==> config.mk <==
export PLATFORM = sky130hd
export DESIGN_NAME = bcd_updown_timer
export DESIGN_NICKNAME = d
export VERILOG_FILES = /design/src/rtl/bcd_updown_timer.sv
export SDC_FILE = /design/constraint.sdc
export NUM_CORES = 1
export LEC_CHECK = 0
export CORE_UTILIZATION = 55
export CTS_CLUSTER_SIZE = 40
export DETAILED_ROUTE_END_ITERATION = 7
export HOLD_SLACK_MARGIN = 0.05
export PLACE_DENSITY_LB_ADDON = 0.12
export SYNTH_ARGS = -nofsm -noshare
export SYNTH_HDL_FRONTEND = slang
export SYNTH_SLANG_ARGS = --single-unit
export TNS_END_PERCENT = 50
==> constraint.sdc <==
create_clock -name clk -period 3.7 [get_ports clk]
set_clock_uncertainty 0.15 [all_clocks]
set_input_delay 0.925 -clock clk [delete_from_list [all_inputs] [get_ports clk]]
set_output_delay 0.925 -clock clk [all_outputs]
set_load 0.01 [all_outputs]
==> src/rtl/bcd_updown_timer.sv <==
// bcd_updown_timer -- BCD hh:mm:ss stopwatch / countdown timer.
//
// Counts up from the current value or down towards 00:00:00, one BCD step
// per TICK_CYCLES clock cycles while in RUN. Supports run/pause toggling,
// clear, validated preset load and a one-cycle "done" pulse on reaching
// the terminal value (HH_MAX:59:59 counting up, 00:00:00 counting down).
//
// Optional build macro: BCD_TIMER_LAP_CAPTURE_EN
//   When defined, adds lap / lap_out / lap_valid. A lap strobe in RUN
//   captures the displayed value. When undefined, neither the ports nor
//   the capture register exist.
//
// Digit layout of preset/out: [23:20] H tens, [19:16] H units,
// [15:12] M tens, [11:8] M units, [7:4] S tens, [3:0] S units.

module bcd_updown_timer #(
  parameter int TICK_CYCLES = 50000000,
  parameter int HH_MAX      = 99
) (
  input  logic        clk,
  input  logic        rst,
  input  logic        run_tgl,
  input  logic        clr,
  input  logic        load,
  input  logic [23:0] preset,
  input  logic        dir,
  output logic [23:0] out,
  output logic        running,
  output logic        tick,
  output logic        done
`ifdef BCD_TIMER_LAP_CAPTURE_EN
  ,
  input  logic        lap,
  output logic [23:0] lap_out,
  output logic        lap_valid
`endif
);

  localparam int PW = $clog2(TICK_CYCLES);
  localparam logic [PW-1:0] PRESC_LAST = PW'(TICK_CYCLES - 1);

  // Largest displayable value: HH_MAX:59:59 in BCD.
  localparam logic [3:0]  HMAX_T  = 4'(HH_MAX / 10);
  localparam logic [3:0]  HMAX_U  = 4'(HH_MAX % 10);
  localparam logic [23:0] MAX_VAL = {HMAX_T, HMAX_U, 8'h59, 8'h59};

  typedef enum logic [1:0] {
    IDLE  = 2'd0,
    RUN   = 2'd1,
    PAUSE = 2'd2,
    DONE  = 2'd3
  } state_t;

  state_t        state_q, state_d;
  logic [23:0]   out_q, out_d;
  logic [PW-1:0] presc_q, presc_d;
  logic          dir_q, dir_d;
  logic          running_q, running_d;
  logic          tick_q, tick_d;
  logic          done_q, done_d;

  // ------------------------------------------------------------------
  // BCD increment / decrement of the current value, one digit per
  // generate slice with a ripple carry/borrow. Tens-of-seconds and
  // tens-of-minutes roll at 5, every other digit at 9. Hours never need
  // to wrap past 99 or below 00 because the terminal value stops the
  // count before that can happen.
  // ------------------------------------------------------------------
  logic [23:0] inc_val;
  logic [23:0] dec_val;
  logic [5:0]  inc_c;
  logic [5:0]  dec_b;

  assign inc_c[0] = 1'b1;
  assign dec_b[0] = 1'b1;

  generate
    for (genvar gi = 0; gi < 6; gi++) begin : g_dig
      localparam logic [3:0] LIM = (gi == 1 || gi == 3) ? 4'd5 : 4'd9;
      logic [3:0] d;
      assign d = out_q[4*gi +: 4];

      assign inc_val[4*gi +: 4] = !inc_c[gi] ? d :
                                  (d == LIM) ? 4'd0 : d + 4'd1;
      assign dec_val[4*gi +: 4] = !dec_b[gi] ? d :
                                  (d == 4'd0) ? LIM : d - 4'd1;

      if (gi < 5) begin : g_chain
        assign inc_c[gi+1] = inc_c[gi] && (d == LIM);
        assign dec_b[gi+1] = dec_b[gi] && (d == 4'd0);
      end
    end
  endgenerate

  // Value after one count step in the latched direction, and the value
  // at which that direction terminates.
  logic [23:0] step_val;
  logic [23:0] term_val;
  assign step_val = dir_q ? dec_val : inc_val;
  assign term_val = dir_q ? 24'h000000 : MAX_VAL;

  // ------------------------------------------------------------------
  // Preset validation: every digit in range and hours within HH_MAX.
  // ------------------------------------------------------------------
  logic [6:0] preset_hours;
  logic       preset_ok;

  // Check each digit of the preset and the combined hour value.
  always_comb begin
    preset_hours = 7'(preset[23:20]) * 7'd10 + 7'(preset[19:16]);
    preset_ok    = (preset[3:0]   <= 4'd9) &&
                   (preset[7:4]   <= 4'd5) &&
                   (preset[11:8]  <= 4'd9) &&
                   (preset[15:12] <= 4'd5) &&
                   (preset[19:16] <= 4'd9) &&
                   (preset[23:20] <= 4'd9) &&
                   (preset_hours  <= 7'(HH_MAX));
  end

  // Starting would immediately be past the terminal value in the
  // requested direction, so a run request is refused.
  logic start_blocked;
  assign start_blocked = dir ? (out_q == 24'h000000) : (out_q == MAX_VAL);

  // ------------------------------------------------------------------
  // Next-state and next-output logic. Strobe priority is
  // clr > load > run_tgl; an asserted higher-priority strobe masks the
  // lower ones even when it is itself not accepted in the current state.
  // The prescaler step runs first so that a pause or terminal event in
  // the same cycle still sees the count update.
  // ------------------------------------------------------------------
  always_comb begin
    state_d = state_q;
    out_d   = out_q;
    presc_d = presc_q;
    dir_d   = dir_q;
    tick_d  = 1'b0;
    done_d  = 1'b0;

    if (clr) begin
      out_d   = 24'h000000;
      presc_d = '0;
      state_d = IDLE;
    end else begin
      if (state_q == RUN) begin
        if (presc_q == PRESC_LAST) begin
          presc_d = '0;
          out_d   = step_val;
          tick_d  = 1'b1;
          if (step_val == term_val) begin
            state_d = DONE;
            done_d  = 1'b1;
          end
        end else begin
          presc_d = presc_q + PW'(1);
        end
      end

      if (load) begin
        if (state_q != RUN && preset_ok) begin
          out_d   = preset;
          presc_d = '0;
          state_d = IDLE;
        end
      end else if (run_tgl) begin
        unique case (state_q)
          IDLE, DONE: begin
            if (!start_blocked) begin
              dir_d   = dir;
              state_d = RUN;
            end
          end
          RUN: begin
            // A terminal update in this same cycle takes precedence.
            if (state_d == RUN) begin
              state_d = PAUSE;
            end
          end
          PAUSE: begin
            state_d = RUN;
          end
          default: begin
            state_d = IDLE;
          end
        endcase
      end
    end

    running_d = (state_d == RUN);
  end

  // State and output registers; reset aborts any operation immediately.
  always_ff @(posedge clk or negedge rst) begin
    if (!rst) begin
      state_q   <= IDLE;
      out_q     <= 24'h000000;
      presc_q   <= '0;
      dir_q     <= 1'b0;
      running_q <= 1'b0;
      tick_q    <= 1'b0;
      done_q    <= 1'b0;
    end else begin
      state_q   <= state_d;
      out_q     <= out_d;
      presc_q   <= presc_d;
      dir_q     <= dir_d;
      running_q <= running_d;
      tick_q    <= tick_d;
      done_q    <= done_d;
    end
  end

  assign out     = out_q;
  assign running = running_q;
  assign tick    = tick_q;
  assign done    = done_q;

`ifdef BCD_TIMER_LAP_CAPTURE_EN
  logic [23:0] lap_out_q, lap_out_d;
  logic        lap_valid_q, lap_valid_d;

  // Lap capture takes the value shown before any same-cycle update.
  always_comb begin
    lap_out_d   = lap_out_q;
    lap_valid_d = lap_valid_q;
    if (clr) begin
      lap_out_d   = 24'h000000;
      lap_valid_d = 1'b0;
    end else if (lap && state_q == RUN) begin
      lap_out_d   = out_q;
      lap_valid_d = 1'b1;
    end
  end

  // Lap capture register, cleared by reset.
  always_ff @(posedge clk or negedge rst) begin
    if (!rst) begin
      lap_out_q   <= 24'h000000;
      lap_valid_q <= 1'b0;
    end else begin
      lap_out_q   <= lap_out_d;
      lap_valid_q <= lap_valid_d;
    end
  end

  assign lap_out   = lap_out_q;
  assign lap_valid = lap_valid_q;
`endif

endmodule

# Word-level counts from Yosys, hierarchy flattened
# Index checks and enable logic that the tools add are counted.
# totals
latchBits	0
mem_bits_rw	0
out_inout_bits	27
reg_bits	56
in_bits	30
mem_bits_ro	0
memories	0
wordCells	125
# op_classes
bitwise_logic	3
mux	53
order_cmp	7
reduce_logical	25
n_eq_ne	15
addsub	14
shifts	0
n_div	0
n_mul	1
# ops
op	count
24-bit two-way mux	7
26-bit two-way mux	5
4-bit two-way mux	22
26-bit by 1-bit adder with 26-bit output, second input constant	1
26-bit == test, second input constant	1
4-bit by 1-bit adder with 4-bit output, second input constant	6
24-bit == test	1
24-bit == test, second input constant	1
24-bit zero test	1
4-bit zero test	6
4-bit by 1-bit subtractor with 4-bit output, second input constant	6
2-bit two-way mux	10
4-bit == test, second input constant	4
4-bit <= comparator, second input constant	4
1-bit logical AND	15
4-bit by 3-bit == test with 1-bit output, second input constant	2
4-bit by 3-bit <= comparator with 1-bit output, second input constant	2
1-bit two-way mux	8
7-bit by 4-bit adder with 7-bit output	1
7-bit <= comparator, second input constant	1
2-bit by 1-bit == test with 1-bit output, second input constant	3
4-bit by 3-bit multiplier with 6-bit output, second input constant	1
2-bit case mux with 3 select lines	1
5-bit AND reduction	1
5 further kinds	8

# Logic depth before layout (Yosys ltp)
# Gate-level depths: netlist of run 1.
# logic_depth
word_depth	19
mapped_depth	13
ltp_nobuf	11

# Worst setup path before layout of run 1
# Ideal clock, no wire load.
# synth_timing
kind	input-to-reg
from	input port preset[21]
to	register presc_q[10]
required_time_ns	3.418
t_arrival_ns	3.275
n_path_buf	2
path_slack_ns	0.143
cell_stages	13
setup_time_ns	0.132
cell_sequence	ha_1 ha_1 fa_1 xnor2_1 nand3_1 nor2_1 o21ai_0 nand4b_1 nand2b_1 nand2b_1 clkbuf_1 clkbuf_1 nor2_1
# synth_between
elab_chain_len	8
elab_cells_between_ends	10
cone_classes	add/sub: 1; mul: 1; order compare: 2; mux: 3; reduce/logical: 3
# synth_rtl
item	line	rtl
start: declaration	25	input logic [23:0] preset,
4-bit by 3-bit multiplier with 6-bit output	110	preset_hours = 7'(preset[23:20]) * 7'd10 + 7'(preset[19:16]);
7-bit by 4-bit adder with 7-bit output	110	
7-bit <= comparator	117	(preset_hours <= 7'(HH_MAX));
1-bit logical AND *	116	(preset[23:20] <= 4'd9) &&
1-bit logical AND *	160	if (state_q != RUN && preset_ok) begin
26-bit two-way mux *	160	
26-bit two-way mux *	159	if (load) begin
26-bit two-way mux *	140	if (clr) begin
net presc_d[10]	56	logic [PW-1:0] presc_q, presc_d;
end signal: assignment	205	presc_q <= presc_d;
end: declaration	56	
# The timed path passes the listed nets; every way through them passes the cells marked *.
# A chain may end at the register's enable or synchronous reset.

# Worst setup path after layout of run 1
# layout_timing
from	register out_q[0], in the netlist out[0]
to	register running_q, in the netlist running
# layout_between
elab_chain_len	19
elab_cells_between_ends	42
cone_classes	add/sub: 2; eq/ne: 5; mux: 25; reduce/logical: 10
# layout_rtl
item	line	rtl
start: declaration	55	logic [23:0] out_q, out_d;
start signal: assignment	204	out_q <= out_d;
4-bit == test or 4-bit zero test (tied branches)	n/a	
1-bit logical AND (on tied branches) (4 in series)	89, 90	
4-bit two-way mux (on tied branches)	83, 85	
24-bit two-way mux	99	assign step_val = dir_q ? dec_val : inc_val;
24-bit == test	150	if (step_val == term_val) begin
2-bit two-way mux	150	
2-bit two-way mux	146	if (presc_q == PRESC_LAST) begin
2-bit two-way mux	145	if (state_q == RUN) begin
[... 2 more ...]	n/a	
2-bit two-way mux	175	if (state_d == RUN) begin
2-bit case mux with 3 select lines	166	unique case (state_q)
2-bit two-way mux	165	end else if (run_tgl) begin
2-bit two-way mux *	159	
2-bit two-way mux *	140	
net state_d[0]	54	state_t state_q, state_d;
2-bit by 1-bit == test with 1-bit output *	189	running_d = (state_d == RUN);
net running_d	58	logic running_q, running_d;
end signal: assignment	207	running_q <= running_d;
end: declaration	58	
# The timed path passes the listed nets; every way through them passes the cells marked *. The select of a mux whose other input is x is not followed.

==> results of run 1 <==
==> metal layers <==
metal  global-route usage  vias to the layer above  wire length (µm)
met5                    0                        -                 0
met4                0.123                        0               424
met3               0.0567                       43              1130
met2                0.501                      252              6050
met1                0.422                     2251              5450
li1                     -                     2214                 -
==> cell usage in the layout, fill, tap and decap left out, types with 3 or more instances in the layout <==
cell             synthesis  layout
nor2_1                  88      88
o21ai_0                 29      29
nand3_1                 17      17
ha_1                    10      10
a21o_1                   3       3
o31ai_1                  5       5
a21oi_1                 18      18
a31oi_1                  9       9
nand2_1                 40      40
dfrtp_1                 56      56
and3_1                   6       6
o2111ai_1                3       3
clkdlybuf4s50_1          0      55
a311oi_1                 5       5
o211ai_1                 4       4
o21a_1                   3       3
a31o_2                   4       4
clkbuf_8                 0       5
inv_1                   17      17
nand2b_1                 9       9
nand4_1                 20      20
or4_1                    9       8
mux2i_1                  9       9
xnor2_1                 20      19
and2_1                   3       3
nor3_1                  21      20
or2_2                    4       4
nor4_1                  12      11
or3_1                    6       6
xor2_1                  20      20
and4_1                   3       3
a221oi_1                 3       3
a211oi_1                14      14
nor2b_1                 11      11
buf_4                    0      44
==> sequential cells by signal (all words and copies together) (netlist names) <==
| register | count |
|---|---|
| dir_q | 1 |
| out | 24 |
| done | 1 |
| running | 1 |
| presc_q | 26 |
| tick | 1 |
| state_q | 2 |
==> cells by family (layout without fill, tap and decap cells) <==
group,after synthesis,in the layout,share of synthesized area
fa+ha+maj,12,12,0.0364
xor+xnor,40,40,0.0771
compound gates,126,126,0.196
buf+inv,59,127,0.0507
simple gates,265,265,0.302
mux,12,12,0.0298
flops,56,56,0.309
==> worst max path at each step <==
| stage | end | depth (start not counted) | slack, ps |
|---|---|---|---|
| finish | running$_DFF_PN0_ | 9 | 130 |
| detailed placement | out[19]$_DFF_PN0_ | 13 | -170 |
| floorplan | presc_q[10]$_DFF_PN0_ | 13 | 140 |
| global placement | out[19]$_DFF_PN0_ | 13 | -30 |
| global route | presc_q[0]$_DFF_PN0_ | 12 | 1 |
| CTS | running$_DFF_PN0_ | 9 | 50 |
==> metrics by stage <==
stage / setup TNS [ps] / cell area, µm² / setup WS (ps) / hold slack, ps
floorplan: 0 / 4540 / 143 / 347
global placement: -658 / 5440 / -29.6 / 368
detailed placement: -5570 / 5440 / -170 / 377
CTS: 0 / 5530 / 48.6 / 408
global route: 0 / 5550 / 1.06 / 455
finish: 0 / 5550 / 135 / 403
==> power breakdown <==
group | internal [W] | total [W] | leakage (nW) | switching [W]
logic | 0.000177 | 0.000423 | 1.43 | 0.000246
clock network | 0.000144 | 0.000380 | 0.0511 | 0.000236
registers | 0.000621 | 0.000647 | 0.778 | 0.0000265
total | 0.000942 | 0.00145 | 2.26 | 0.000509
==> worst max-delay path: stages (launching register included) <==
cell      delay [ps]
dfrtp_1          460
or4_1            550
or3_1            450
o31ai_1          270
a211oi_1         170
or4_4            520
nor4b_4          340
a41oi_2          190
a211oi_2         240
nor2b_1          150
==> layout make-up <==
class                      count  area [µm²]  area share
clock buffer                   5        68.8      0.0124
clock inverter                 3        28.8     0.00519
inverter                      17        63.8      0.0115
multi-input combinational    455        2930       0.529
sequential                    56        1400       0.253
tap                          102         128      0.0230
timing repair buffer         102         926       0.167
==> results.py, run 1 <==
metrics = {
    "grt": {
        "grt_pass1_vias": 4415,
        "track_usage": 0.314,
        "globalRouteOverflowTotal": 0,
        "grt_pass1_wl_um": 21500,
        "antenna_found_initial": 0,
        "grt_max_degree": 57,
    },
    "setup_path": {
        "r2r-start": "out[0]$_DFF_PN0_",
        "critPathLaunchType": "flop",
        "worst_r2r_path_depth": 9,
        "cp_max_fo": 6,
        "end_kind": "flop",
        "r2r_end": "running$_DFF_PN0_",
        "required_ps": 3820,
        "worst_ep_arrival_time_ps": 3680,
        "rrSetupSlack_ps": 130,
        "critical_path.startpoint": "out[0]$_DFF_PN0_",
        "path_class": "flop to flop",
    },
    "placed_design": {
        "portBuffers": 56,
        "gp_congestion": 0.910,
        "hpwlAfterDp_um": 9590,
        "placed_cells": 732,
    },
    "die": {
        "dieArea_um2": 8630,
        "rows": 32,
        "ioPinCount": 57,
        "dieWidth_um": 92.9,
        "core_um2": 7850,
        "die_y_um": 92.9,
        "start_util": 0.579,
    },
    "route": {
        "drtIter0Drc": 283,
        "firstDrtPassIters": 5,
        "post_drt_via_cell_ratio": 6.43,
        "finalWirelength_um": 13100,
        "avgRoutedWirePerCell_um": 17.6,
        "num_vias": 4760,
        "detail-route-antenna-nets": 0,
        "drc_errors": 0,
    },
    "clock_tree": {
        "clockRootBuffer": "clkbuf_8",
        "cts_setup_buffers": 0,
        "clockBufferDepth": 2,
        "clock_sinks": 56,
        "insertion_delay_ps": 320,
        "hold_buffers": 0,
        "cts_buffers": 5,
        "ctsHtreeMaxLevel": 2,
        "cts_tree": "yes",
        "clk_pin_slew_ps": 120,
        "ctsResizeCount": 0,
    },
    "finish": {
        "syn2layout_area_growth_pct": 22.2,
        "fin_cells": 740,
        "fillers": 668,
        "nets": 679,
        "fin_util": 0.707,
        "antenna_cells": 0,
        "drive_gt1_frac": 0.124,
    },
    "outcome": {
        "status": "complete, no violations",
    },
    "power": {
        "p_leak_nw": 2.26,
        "ir_drop_uv": 149,
        "power_density_nw_per_um2": 261,
        "total_power_w": 0.00145,
    },
    "hold_path": {
        "hold_end": "presc_q[15]$_DFF_PN0_",
        "min_from": "presc_q[15]$_DFF_PN0_",
        "hold_class": "flop to flop",
        "min_path_cells": 2,
    },
    "yosys": {
        "synth_largest_area_cell": "dfrtp_1",
        "synth_edf_count": 0,
        "synth_commonest_cells": "nor2_1 (88), dfrtp_1 (56), nand2_1 (40)",
        "synthArstFlopShare": 1.00,
        "ys_top_cells_by_area": "dfrtp_1 (31%), nor2_1 (7.3%), xnor2_1 (3.9%)",
        "synth_top_cell_area_share": 0.309,
        "syn-cell-area_um2": 4540,
        "seq_area_frac_synth": 0.309,
        "syn_inst": 570,
        "avgSynthCellArea_um2": 7.97,
        "synth_warnings": 0,
        "yosys_register_bits": 56,
        "ys_types": 73,
        "yosysMostFrequentCell": "nor2_1",
        "ys.flop_type": "dfrtp_1",
        "synth_nets": 612,
    },
    "sta": {
        "fin_crit_sh": 0.964,
        "period_needed_ps": 3570,
        "fmax_ghz": 0.280,
        "slew_violations": 0,
        "max-slew-margin-rel": 0.502,
        "setup_viol": 0,
        "rsz0062_at_grt": "false",
        "final_hold_viol_count": 0,
        "tightest_slew_ps": 747,
    },
    "flow_run": {
        "maxCapViolCount": 0,
    },
}
Note: power is estimated with default switching activity, not from simulation.
==> run 2, diff against run 1 <==
--- a/config.mk
+++ b/config.mk
@@ -5,11 +5,13 @@
 export SDC_FILE = /design/constraint.sdc
 export NUM_CORES = 1
 export LEC_CHECK = 0
+export CAP_MARGIN = 5
 export CORE_UTILIZATION = 55
 export CTS_CLUSTER_SIZE = 40
 export DETAILED_ROUTE_END_ITERATION = 7
 export HOLD_SLACK_MARGIN = 0.05
 export PLACE_DENSITY_LB_ADDON = 0.12
+export REMOVE_ABC_BUFFERS = 1
 export SYNTH_ARGS = -nofsm -noshare
 export SYNTH_HDL_FRONTEND = slang
 export SYNTH_SLANG_ARGS = --single-unit
==> run 2 against run 1 <==
Compared with the run above:
- clock power shrank 6.8%
- critical path depth grew 2
- total power shrank 2.3%
- sequential power shrank 0.6%
- wire length shrank 1.8%
- cell count is the same
- register-to-register slack gained 40 ps
- largest cell class unchanged
- combinational power is essentially flat
- sequential share of layout area grew 0.051 points
- critical endpoint is now out[6]$_DFF_PN0_
- critical path type is now input port to flop
==> results.py, run 2 (same netlist as run 1, synthesis figures left out) <==
metrics = {
    "outcome": {
        "status": "complete, no violations",
    },
    "finish": {
        "largest_register_ff_count": 26,
        "layout_common_cells": "nor2_1 (88), dfrtp_1 (56), clkdlybuf4s50_1 (55), buf_4 (44), nand2_1 (40)",
        "regMostFlops": "presc_q",
        "drive_gt1_frac": 0.122,
        "mostFrequentLayoutCell": "nor2_1",
        "antenna_cells": 0,
        "syn2layout_area_growth_pct": 21.9,
        "nets": 679,
    },
    "grt": {
        "grt_pass1_wl_um": 20600,
        "antenna_found_initial": 0,
        "grt_max_degree": 41,
        "globalRouteOverflowTotal": 0,
        "grt_pass1_vias": 4227,
        "track_usage": 0.301,
    },
    "sta": {
        "period_needed_ps": 3570,
        "max-slew-margin-rel": 0.557,
        "final_hold_viol_count": 0,
        "setup_slack_ps": 133,
        "setup_viol": 0,
        "fin_crit_sh": 0.964,
        "slew_violations": 0,
        "rsz0062_at_grt": "false",
        "fmax_ghz": 0.280,
        "tns_ps": 0,
        "tightest_slew_ps": 664,
    },
    "setup_path": {
        "slowest_delay_ps": 420,
        "critical_path.startpoint": "preset[21]",
        "rrSetupSlack_ps": 170,
        "required_ps": 3760,
        "worst_r2r_path_depth": 9,
        "cp_common_cell": "ha_1",
        "critPathSlowestCell": "clkdlybuf4s50_1",
        "crit_path_end": "out[6]$_DFF_PN0_",
        "end_kind": "flop",
        "cp_top_family": "adder cells",
        "cp_num_buf_inv": 2,
        "r2r-start": "out[5]$_DFF_PN0_",
        "path_class": "input port to flop",
        "cp_max_fo": 40,
        "r2r_end": "running$_DFF_PN0_",
        "critPathLaunchType": "input port",
        "worst_ep_arrival_time_ps": 3620,
        "cp_cell_sequence": "clkdlybuf4s50_1 > ha_1 > ha_1 > fa_1 > xnor2_2 > nor4_1 > o21ai_0 > nand4b_1 > buf_12 > nor2_1 > a311oi_1",
        "cp.depth": 11,
    },
    "route": {
        "num_vias": 4629,
        "post_drt_via_cell_ratio": 6.26,
        "detail-route-antenna-nets": 0,
        "finalWirelength_um": 12800,
        "firstDrtPassIters": 6,
        "drtIter0Drc": 264,
        "drc_errors": 0,
        "avgRoutedWirePerCell_um": 17.3,
    },
    "die": {
        "ioPinCount": 57,
        "rows": 32,
        "core_um2": 7850,
        "dieWidth_um": 92.9,
        "die_y_um": 92.9,
        "start_util": 0.579,
        "dieArea_um2": 8630,
    },
    "power": {
        "power_density_nw_per_um2": 256,
        "p_leak_nw": 2.25,
        "ir_drop_uv": 182,
    },
    "placed_design": {
        "gp_congestion": 0.940,
        "hpwlAfterDp_um": 9520,
        "portBuffers": 56,
        "dp_slack_ps": -220,
    },
    "clock_tree": {
        "ctsHtreeMaxLevel": 2,
        "insertion_delay_ps": 320,
        "cts_tree": "yes",
        "cts_buffers": 5,
        "clk_pin_slew_ps": 110,
        "clockRootBuffer": "clkbuf_8",
        "clock_sinks": 56,
        "hold_buffers": 0,
        "cts_setup_buffers": 0,
        "clockBufferDepth": 2,
    },
    "flow_run": {
        "maxCapViolCount": 0,
    },
    "hold_path": {
        "hold_class": "flop to flop",
    },
}
-- run 2: changes by cell type in the layout (fill, tap and decap cells not counted), sizes merged --
| cell | change |
|---|---|
| inv | -2 |
| clkinv | +2 |
-- run 2: how the worst min path moves through the flow --
stage	end	depth (start not counted)	slack [ps]	from
5_1_grt	presc_q[25]$_DFF_PN0_	2	440	presc_q[25]$_DFF_PN0_
3_5_place_dp	presc_q[6]$_DFF_PN0_	2	390	presc_q[6]$_DFF_PN0_
3_3_place_gp	presc_q[15]$_DFF_PN0_	2	370	presc_q[15]$_DFF_PN0_
6_report	presc_q[25]$_DFF_PN0_	2	410	presc_q[25]$_DFF_PN0_
4_1_cts	presc_q[25]$_DFF_PN0_	2	410	presc_q[25]$_DFF_PN0_
2_1_floorplan	presc_q[25]$_DFF_PN0_	2	350	presc_q[25]$_DFF_PN0_
-- run 2: tightest hold or removal path, cell delays in order, from the launching register on --
cell and delay, ps:
dfrtp_1 380, xor2_1 70, nor2_1 70
-- run 2: layout make-up --
| cell class | instances | area [µm²] |
|---|---|---|
| sequential | 56 | 1400 |
| tap | 102 | 128 |
| fill | 638 | 2310 |
| clock inverter | 3 | 22.5 |
| inverter | 17 | 63.8 |
| multi-input combinational | 455 | 2930 |
| timing repair buffer | 102 | 926 |
| clock buffer | 5 | 68.8 |
-- run 2: repair_timing --
action / 4_1_cts / 5_1_grt
endpoints found under the hold margin: 0 / 0
gates resized for setup: 0 / 3
setup endpoints to repair: 0 / 29
-- run 2: per-layer routing --
metal,wire length [µm],GRT usage
met2,6190,0.491
met5,0,0
met3,822,0.0493
met4,248,0.0769
met1,5550,0.415
-- run 2: report_power, final --
part / total (W) / internal (W) / leakage, nW / switching [W]
clock network: 0.000354 / 0.000136 / 0.0485 / 0.000217
registers: 0.000643 / 0.000621 / 0.778 / 0.0000228
logic: 0.000420 / 0.000179 / 1.42 / 0.000241
total: 0.00142 / 0.000936 / 2.25 / 0.000481
-- run 2: per-stage QoR --
stage	util	power, W	cell area, µm²	instances	hold WS (ps)
after detailed placement	0.693	0.00107	5440	732	388
final	0.706	0.00142	5540	740	409
after global routing	0.706	0.00149	5540	740	441
after CTS	0.704	0.00141	5530	740	411
after floorplan	-	0.000896	4380	528	347
after global placement	0.693	0.00106	5440	732	369
